**src/rtl/instr_fetch_unit.sv**
```systemverilog
// Instruction fetch front-end: credit-limited in-order imem reads
// feeding a show-ahead prefetch FIFO toward decode, with redirect flush.
module instr_fetch_unit #(
  parameter logic [31:0] RESET_PC = 32'h0000_0000,
  parameter int unsigned DEPTH    = 4,
  parameter int unsigned MAX_OUT  = 2
) (
  input  logic        clk,
  input  logic        reset,
  input  logic        redirect_valid,
  input  logic [31:0] redirect_pc,
  output logic        imem_req_valid,
  input  logic        imem_req_ready,
  output logic [31:0] imem_req_addr,
  input  logic        imem_rsp_valid,
  input  logic [31:0] imem_rsp_data,
  output logic        dec_valid,
  input  logic        dec_ready,
  output logic [31:0] dec_instr,
  output logic [31:0] dec_pc
);
  localparam int unsigned AW = $clog2(DEPTH);
  localparam int unsigned OW = $clog2(MAX_OUT + 1);

  logic [31:0]   fetch_pc_q, fetch_pc_d;
  logic [31:0]   rsp_pc_q, rsp_pc_d;
  logic [OW-1:0] out_q, out_d;
  logic [OW-1:0] drop_q, drop_d;
  logic [AW:0]   cnt_q, cnt_d;
  logic [AW-1:0] wr_q, rd_q;
  logic [31:0]   pc_mem  [DEPTH];
  logic [31:0]   ins_mem [DEPTH];
  logic          acc, rsp_ok, push, pop;
  logic [31:0]   tgt;

  assign tgt = {redirect_pc[31:2], 2'b00};

  assign imem_req_valid = reset && !redirect_valid
                       && (32'(out_q) < MAX_OUT)
                       && (32'(cnt_q) + 32'(out_q) < DEPTH);
  assign imem_req_addr  = fetch_pc_q;

  assign acc    = imem_req_valid && imem_req_ready;
  assign rsp_ok = imem_rsp_valid && (out_q != '0);
  assign push   = rsp_ok && (drop_q == '0) && !redirect_valid;
  assign pop    = dec_valid && dec_ready && !redirect_valid;

  assign dec_valid = (cnt_q != '0);
  assign dec_instr = dec_valid ? ins_mem[rd_q] : '0;
  assign dec_pc    = dec_valid ? pc_mem[rd_q]  : '0;

  always_comb begin
    fetch_pc_d = fetch_pc_q;
    rsp_pc_d   = rsp_pc_q;
    out_d      = out_q + OW'(acc) - OW'(rsp_ok);
    drop_d     = drop_q;
    cnt_d      = cnt_q;
    if (redirect_valid) begin
      fetch_pc_d = tgt;
      rsp_pc_d   = tgt;
      // every read still in flight after this cycle belongs to the old stream
      drop_d     = out_q - OW'(rsp_ok);
      cnt_d      = '0;
    end else begin
      if (acc)
        fetch_pc_d = fetch_pc_q + 32'd4;
      if (rsp_ok && (drop_q != '0))
        drop_d = drop_q - OW'(1);
      if (push)
        rsp_pc_d = rsp_pc_q + 32'd4;
      cnt_d = cnt_q + (AW+1)'(push) - (AW+1)'(pop);
    end
  end

  always_ff @(posedge clk or negedge reset) begin
    if (!reset) begin
      fetch_pc_q <= RESET_PC;
      rsp_pc_q   <= RESET_PC;
      out_q      <= '0;
      drop_q     <= '0;
      cnt_q      <= '0;
      wr_q       <= '0;
      rd_q       <= '0;
    end else begin
      fetch_pc_q <= fetch_pc_d;
      rsp_pc_q   <= rsp_pc_d;
      out_q      <= out_d;
      drop_q     <= drop_d;
      cnt_q      <= cnt_d;
      if (push)
        wr_q <= wr_q + AW'(1);
      if (redirect_valid)
        rd_q <= wr_q;
      else if (pop)
        rd_q <= rd_q + AW'(1);
    end
  end

  always_ff @(posedge clk) begin
    if (push) begin
      pc_mem[wr_q]  <= rsp_pc_q;
      ins_mem[wr_q] <= imem_rsp_data;
    end
  end

endmodule
```
**config.mk**
```make
export PLATFORM = sky130hd
export DESIGN_NAME = instr_fetch_unit
export DESIGN_NICKNAME = d
export VERILOG_FILES = /design/src/rtl/instr_fetch_unit.sv
export SDC_FILE = /design/constraint.sdc
export NUM_CORES = 1
export LEC_CHECK = 0
export CAP_MARGIN = 20
export CORE_MARGIN = 2
export CORE_UTILIZATION = 46
export CTS_CLUSTER_SIZE = 28
export DETAILED_ROUTE_END_ITERATION = 8
export PLACE_DENSITY = 0.68
export SLEW_MARGIN = 20
export SYNTH_ARGS = -nofsm -noshare
export SYNTH_HDL_FRONTEND = slang
export SYNTH_SLANG_ARGS = --single-unit
```
**constraint.sdc**
```tcl
create_clock -name clk -period 3.4 [get_ports clk]
set_input_delay 0.85 -clock clk [delete_from_list [all_inputs] [get_ports clk]]
set_output_delay 0.85 -clock clk [all_outputs]
set_load 0.05 [all_outputs]
```
Word-level counts from Yosys, hierarchy flattened. Memory sizes are Yosys's and may differ from the RTL's. Cells that the tools add are included.

Register bits: 75. Memory bits (writable): 256. Input bits: 70. Output and inout port bits: 98. Logic and storage cells: 54. Memories kept: 2.

Memories: ins_mem (words 4, bits a word 32, read ports 1, clocked after Yosys merged registers in 0, write ports 1, RTL line 32) `logic [31:0] ins_mem [DEPTH];`; pc_mem (words 4, bits a word 32, read ports 1, clocked after Yosys merged registers in 0, write ports 1, RTL line 31) `logic [31:0] pc_mem [DEPTH];`.

Add/subtract/negate cells: 11. Order comparisons: 2. Mux-type cells: 13. Reductions and logical operators: 19.

Operators by type and width (number): 2-to-1 mux 32 bit (6); adder 32 x 3 -> 32 bit, second input constant (2); nonzero test 2 bit (6); logical AND 1 bit (10); 2-to-1 mux 2 bit (4); adder 2 x 1 -> 2 bit, second input constant (2); adder 3 x 2 -> 4 bit (1); less-than comparator 4 x 3 -> 1 bit, second input constant (1); subtractor 2 x 1 -> 2 bit (2); adder 3 x 1 -> 3 bit (1); 2-to-1 mux 3 bit (1); nonzero test 3 bit (1); subtractor 3 x 1 -> 3 bit (1); adder 2 x 1 -> 2 bit (1); logical NOT 2 bit (1); less-than comparator 2 bit, second input constant (1); 2-to-1 mux 1 bit (2); subtractor 2 x 1 -> 2 bit, second input constant (1); logical NOT 1 bit (1).

Longest topological paths before layout. Gate-level depths: netlist (run 1).

Depth in word-level cells: 7. Mapped depth: 12.

Least setup slack after synthesis (run 1). No wires, ideal clock.

Path kind: in2reg. Start point: in redirect_valid. End point: mem ins_mem[1][0], enable pin. Library setup time: 0.427 ns. Arrival: 2.931 ns. Required time: 2.973 ns. Slack: 0.042 ns. Stages: 4. Buffers on the path: 2. Path through: buf_6 -> inv_2 -> clkbuf_1 -> and3_1.

Cells in the longest elaborated chain, start to end: 4.

Ends and longest elaborated chain: start, declared (RTL line 10) `input logic redirect_valid,`; logical NOT 1 bit (RTL line 45) `assign push = rsp_ok && (drop_q == '0) && !redirect_valid;`; logical AND 1 bit (RTL line 45); 2-to-1 mux 1 bit (RTL line 100) `if (push) begin`; 2-to-1 mux 1 bit (not written as such) (RTL line 102) `ins_mem[wr_q] <= imem_rsp_data;`; end, declared (RTL line 32).

Every way passes these cells.

Worst setup path after layout (run 1).
Start point: reg rd_q[0]. End point: out dec_pc[12].

Cells in the longest elaborated chain, start to end: 2.

Ends and longest elaborated chain: start, declared (RTL line 30) `logic [AW-1:0] wr_q, rd_q;`; start signal, assigned (RTL line 93) `rd_q <= wr_q;`; start signal, assigned (RTL line 95) `rd_q <= rd_q + AW'(1);`; memory (4 x 32 bit); 2-to-1 mux 32 bit (RTL line 50) `assign dec_pc = dec_valid ? pc_mem[rd_q] : '0;`; end, declared (RTL line 20) `output logic [31:0] dec_pc`.

Every way passes these cells.

==> impl_results.md, run 1 <==
- R2r startpoint: cnt_q[1]
- CP Data Required Time: 2550 ps
- CP startpoint: rd_q[0]
- Slew Limit Fails: 0
- VDD IR max: 0.0003374 V
- FMAX: 0.3077 GHz
- Dominant synthesized flop cell: edfxtp_1
- Worst-path clk slew: 60 ps
- Max-Cap Viols: 0
- Final Worst Setup Slack: 149.6 ps
- Worst R2R End: cnt_q[2]
- Core footprint: 28780 µm²
- Initial Utilization: 46.80%
- Residual DRC count: 0
- Worst-Skew Late Latency: 500 ps
- Worst relative slew slack: 56.15%
- Post-synthesis sequential area ratio: 68.47%
- GR Util All Layers: 18.58%
- CTS sink cnt: 319
- Die Y: 175.1 µm
- Layout cells sized above 1: 20.72%
- Worst Skew: 18.57 ps
- DPL Wire Length: 17.90 mm
- Vias in the first global route: 7976
- Final setup fails: 0
- Via count: 7787
- Nets: 1092
- Drt initial violations: 476
- Port bufs: 161
- Internal power: 8.418 mW
- Pwr per Cell Area: 787.5 nW/µm²
- Dominant cell type by area after synthesis: edfxtp_1
- Total gr overflow: 0
- CTS tree: yes
- Final Instance Count excl. Fillers: 1417
- Final WL: 27.99 mm
- Syn-to-layout area delta: 23.26%
- Setup TNS Final: 0 ps
- Routed len/inst: 19.75 µm
- Setup crit end kind: output pin
- Synthesized area: 13470 µm²
- Dpl ws: 342.9 ps
- Post-route core utilization: 57.69%
- CTS root buf: clkbuf_16
- DP Cell Count: 1356
- Yosys warning total: 0
- Largest net degree at the start of global routing: 48
- Seq cells post-synth: 319
- Worst-case clock buffer depth: 3
- CP arrival: 2400 ps
- Die width: 175.1 µm
- RSZ-0062 raised after global routing: no
- Final period util: 95.60%
- Distinct cells, synth: 54
- Initial antenna violation count: 0
- Final hold viol count: 0
- Final GP Congestion: 0.8362
- Fin Hold WS: 415.5 ps
- Net Sw Power: 4.658 mW
- Number of vias per cell: 5.495
- Most common library cells after synthesis: edfxtp_1, dfrtp_1, and2_1
- Most frequent cell after synthesis: edfxtp_1
- Fraction of power spent switching nets: 35.62%
- FFs w/ async S/R, synth: 22.26%
- First-pass GRT wire length: 44.39 mm
- Area share of the largest cell type after synthesis: 55.29%
- Status: finished clean
- Reg2reg path depth: 11
- Leakage Power: 5.896 nW
- Number of synthesized flops with an enable pin: 248
- Crit Path Class: flop to output pin
- Critical path startpoint category: flop
- Antenna-violating nets left: 0
- Seq pwr share: 37.1%
- Synth area leaders: edfxtp_1, dfrtp_1, mux4_2, and2_1, xor2_1
- Worst-Margin Slew: 652.7 ps
- # diodes: 0
- Post-CTS Setup Bufs: 0
- Worst hold path class: input pin to async pin
- Clk network pwr share: 26.6%
- Logic pwr share: 36.3%
- H-tree lvl count: 2
- Mean Syn Cell Area: 16.33 µm²
- Num CTS Buffers: 34
- Ports: 168
- Pre-Repair DR Iteration Count: 5
- Tmin final: 3250 ps
- Critical path fanouts, max: 13
- # hold bufs at CTS: 0
- R2R Setup Slk: 760 ps
- Cells after synthesis: 825
- Row count: 62
- Die footprint: 30670 µm²
[layer usage]
layer | GRT usage (%) | up-vias | wire length [µm]
li1 | - | 3543 | -
met1 | 27.12 | 3963 | 12810
met2 | 29.02 | 230 | 12930
met3 | 3.525 | 51 | 1661
met4 | 4.688 | 0 | 581
met5 | 0 | - | 0
[timing repair]
| action | 4_1_cts | 5_1_grt |
|---|---|---|
| cloned | 0 | 0 |
| gates resized for setup | 22 | 2 |
| pin swaps | 0 | 0 |
| setup endpoints to repair | 49 | 29 |
[power groups by stage]
stage | Clock [mW] | Combinational (mW) | Sequential, mW
after floorplan | 0 | 3.35 | 4.94
after global placement | 0 | 4.87 | 4.91
after detailed placement | 0 | 4.90 | 4.93
after CTS | 3.57 | 4.83 | 4.85
after global routing | 3.73 | 5.04 | 4.89
final | 3.48 | 4.74 | 4.85
[kinds of logic after synthesis]
| logic type | Yosys count | share of synthesized area, % |
|---|---|---|
| AOI/OAI and AO/OA | 74 | 3.455 |
| xor gates and xnor gates | 45 | 2.926 |
| adders and majority gates | 14 | 1.356 |
| buffers and inverters | 58 | 2.016 |
| DFF | 319 | 68.47 |
| muxes | 78 | 11.69 |
| other | 1 | 0.02784 |
| and+or+nand+nor | 236 | 10.05 |
[flip-flops by register name (all words and copies together) (netlist names)]
name and cells:
ins_mem 128, pc_mem 120, imem_req_addr 30, rsp_pc_q 30, cnt_q 3, drop_q 2, out_q 2, rd_q 2
wr_q 2
[worst max-delay path, cell delays in order (launching register included)]
cell	delay, ps
dfrtp_4	590
buf_4	340
mux4_2	550
and2_1	210
buf_4	200
[final cells by class]
| type | count | area (µm²) |
|---|---|---|
| clock buffers | 49 | 969.7 |
| repair buffers | 187 | 1784 |
| inverters | 15 | 56.30 |
| flip-flops and latches | 319 | 9229 |
| multi-input cells | 451 | 3996 |
| clock inverters | 12 | 87.58 |
| well taps | 384 | 480.5 |
| fillers | 2252 | 12180 |
[per-stage QoR]
step	power [mW]	cell area (µm²)
after CTS	13.24	16600
final	13.08	16600
after global routing	13.67	16600
after floorplan	8.292	13480
after global placement	9.784	15560
after detailed placement	9.824	15560
[worst max path at each step]
stage / endpoint
3_5_place_dp: cnt_q[2]
4_1_cts: dec_instr[26]
3_3_place_gp: dec_pc[30]
2_1_floorplan: ins_mem[1][0]
6_report: dec_pc[12]
5_1_grt: dec_instr[26]
[placed cells by master (no fill, tap or decap), drive strengths merged, types with 2 or more instances in the layout]
cell type / count
a21oi: 7
a31oi: 5
and2: 66
and3: 14
and4: 5
buf: 71
clkbuf: 49
clkdlybuf4s50: 96
clkinv: 8
clkinvlp: 2
conb: 4
dfrtp: 71
dlygate4sd2: 20
edfxtp: 248
ha: 13
inv: 16
mux2: 15
mux4: 62
nand2: 48
nand3: 37
nand3b: 2
nand4: 22
nor2: 21
nor2b: 2
nor3: 6
nor4: 5
o211ai: 14
o21ai: 36
o311ai: 4
o31a: 2
or3: 6
or4: 2
xnor2: 19
xor2: 26
(Power assumes the default switching activity.)
==> run 2: changes to the inputs <==
--- a/config.mk
+++ b/config.mk
@@ -10,6 +10,7 @@
 export CORE_UTILIZATION = 46
 export CTS_CLUSTER_SIZE = 28
 export DETAILED_ROUTE_END_ITERATION = 8
+export GPL_ROUTABILITY_DRIVEN = 0
 export PLACE_DENSITY = 0.68
 export SLEW_MARGIN = 20
 export SYNTH_ARGS = -nofsm -noshare
==> results of run 2 <==
No change in the layout: final DEF, timing and power equal those of run 1.
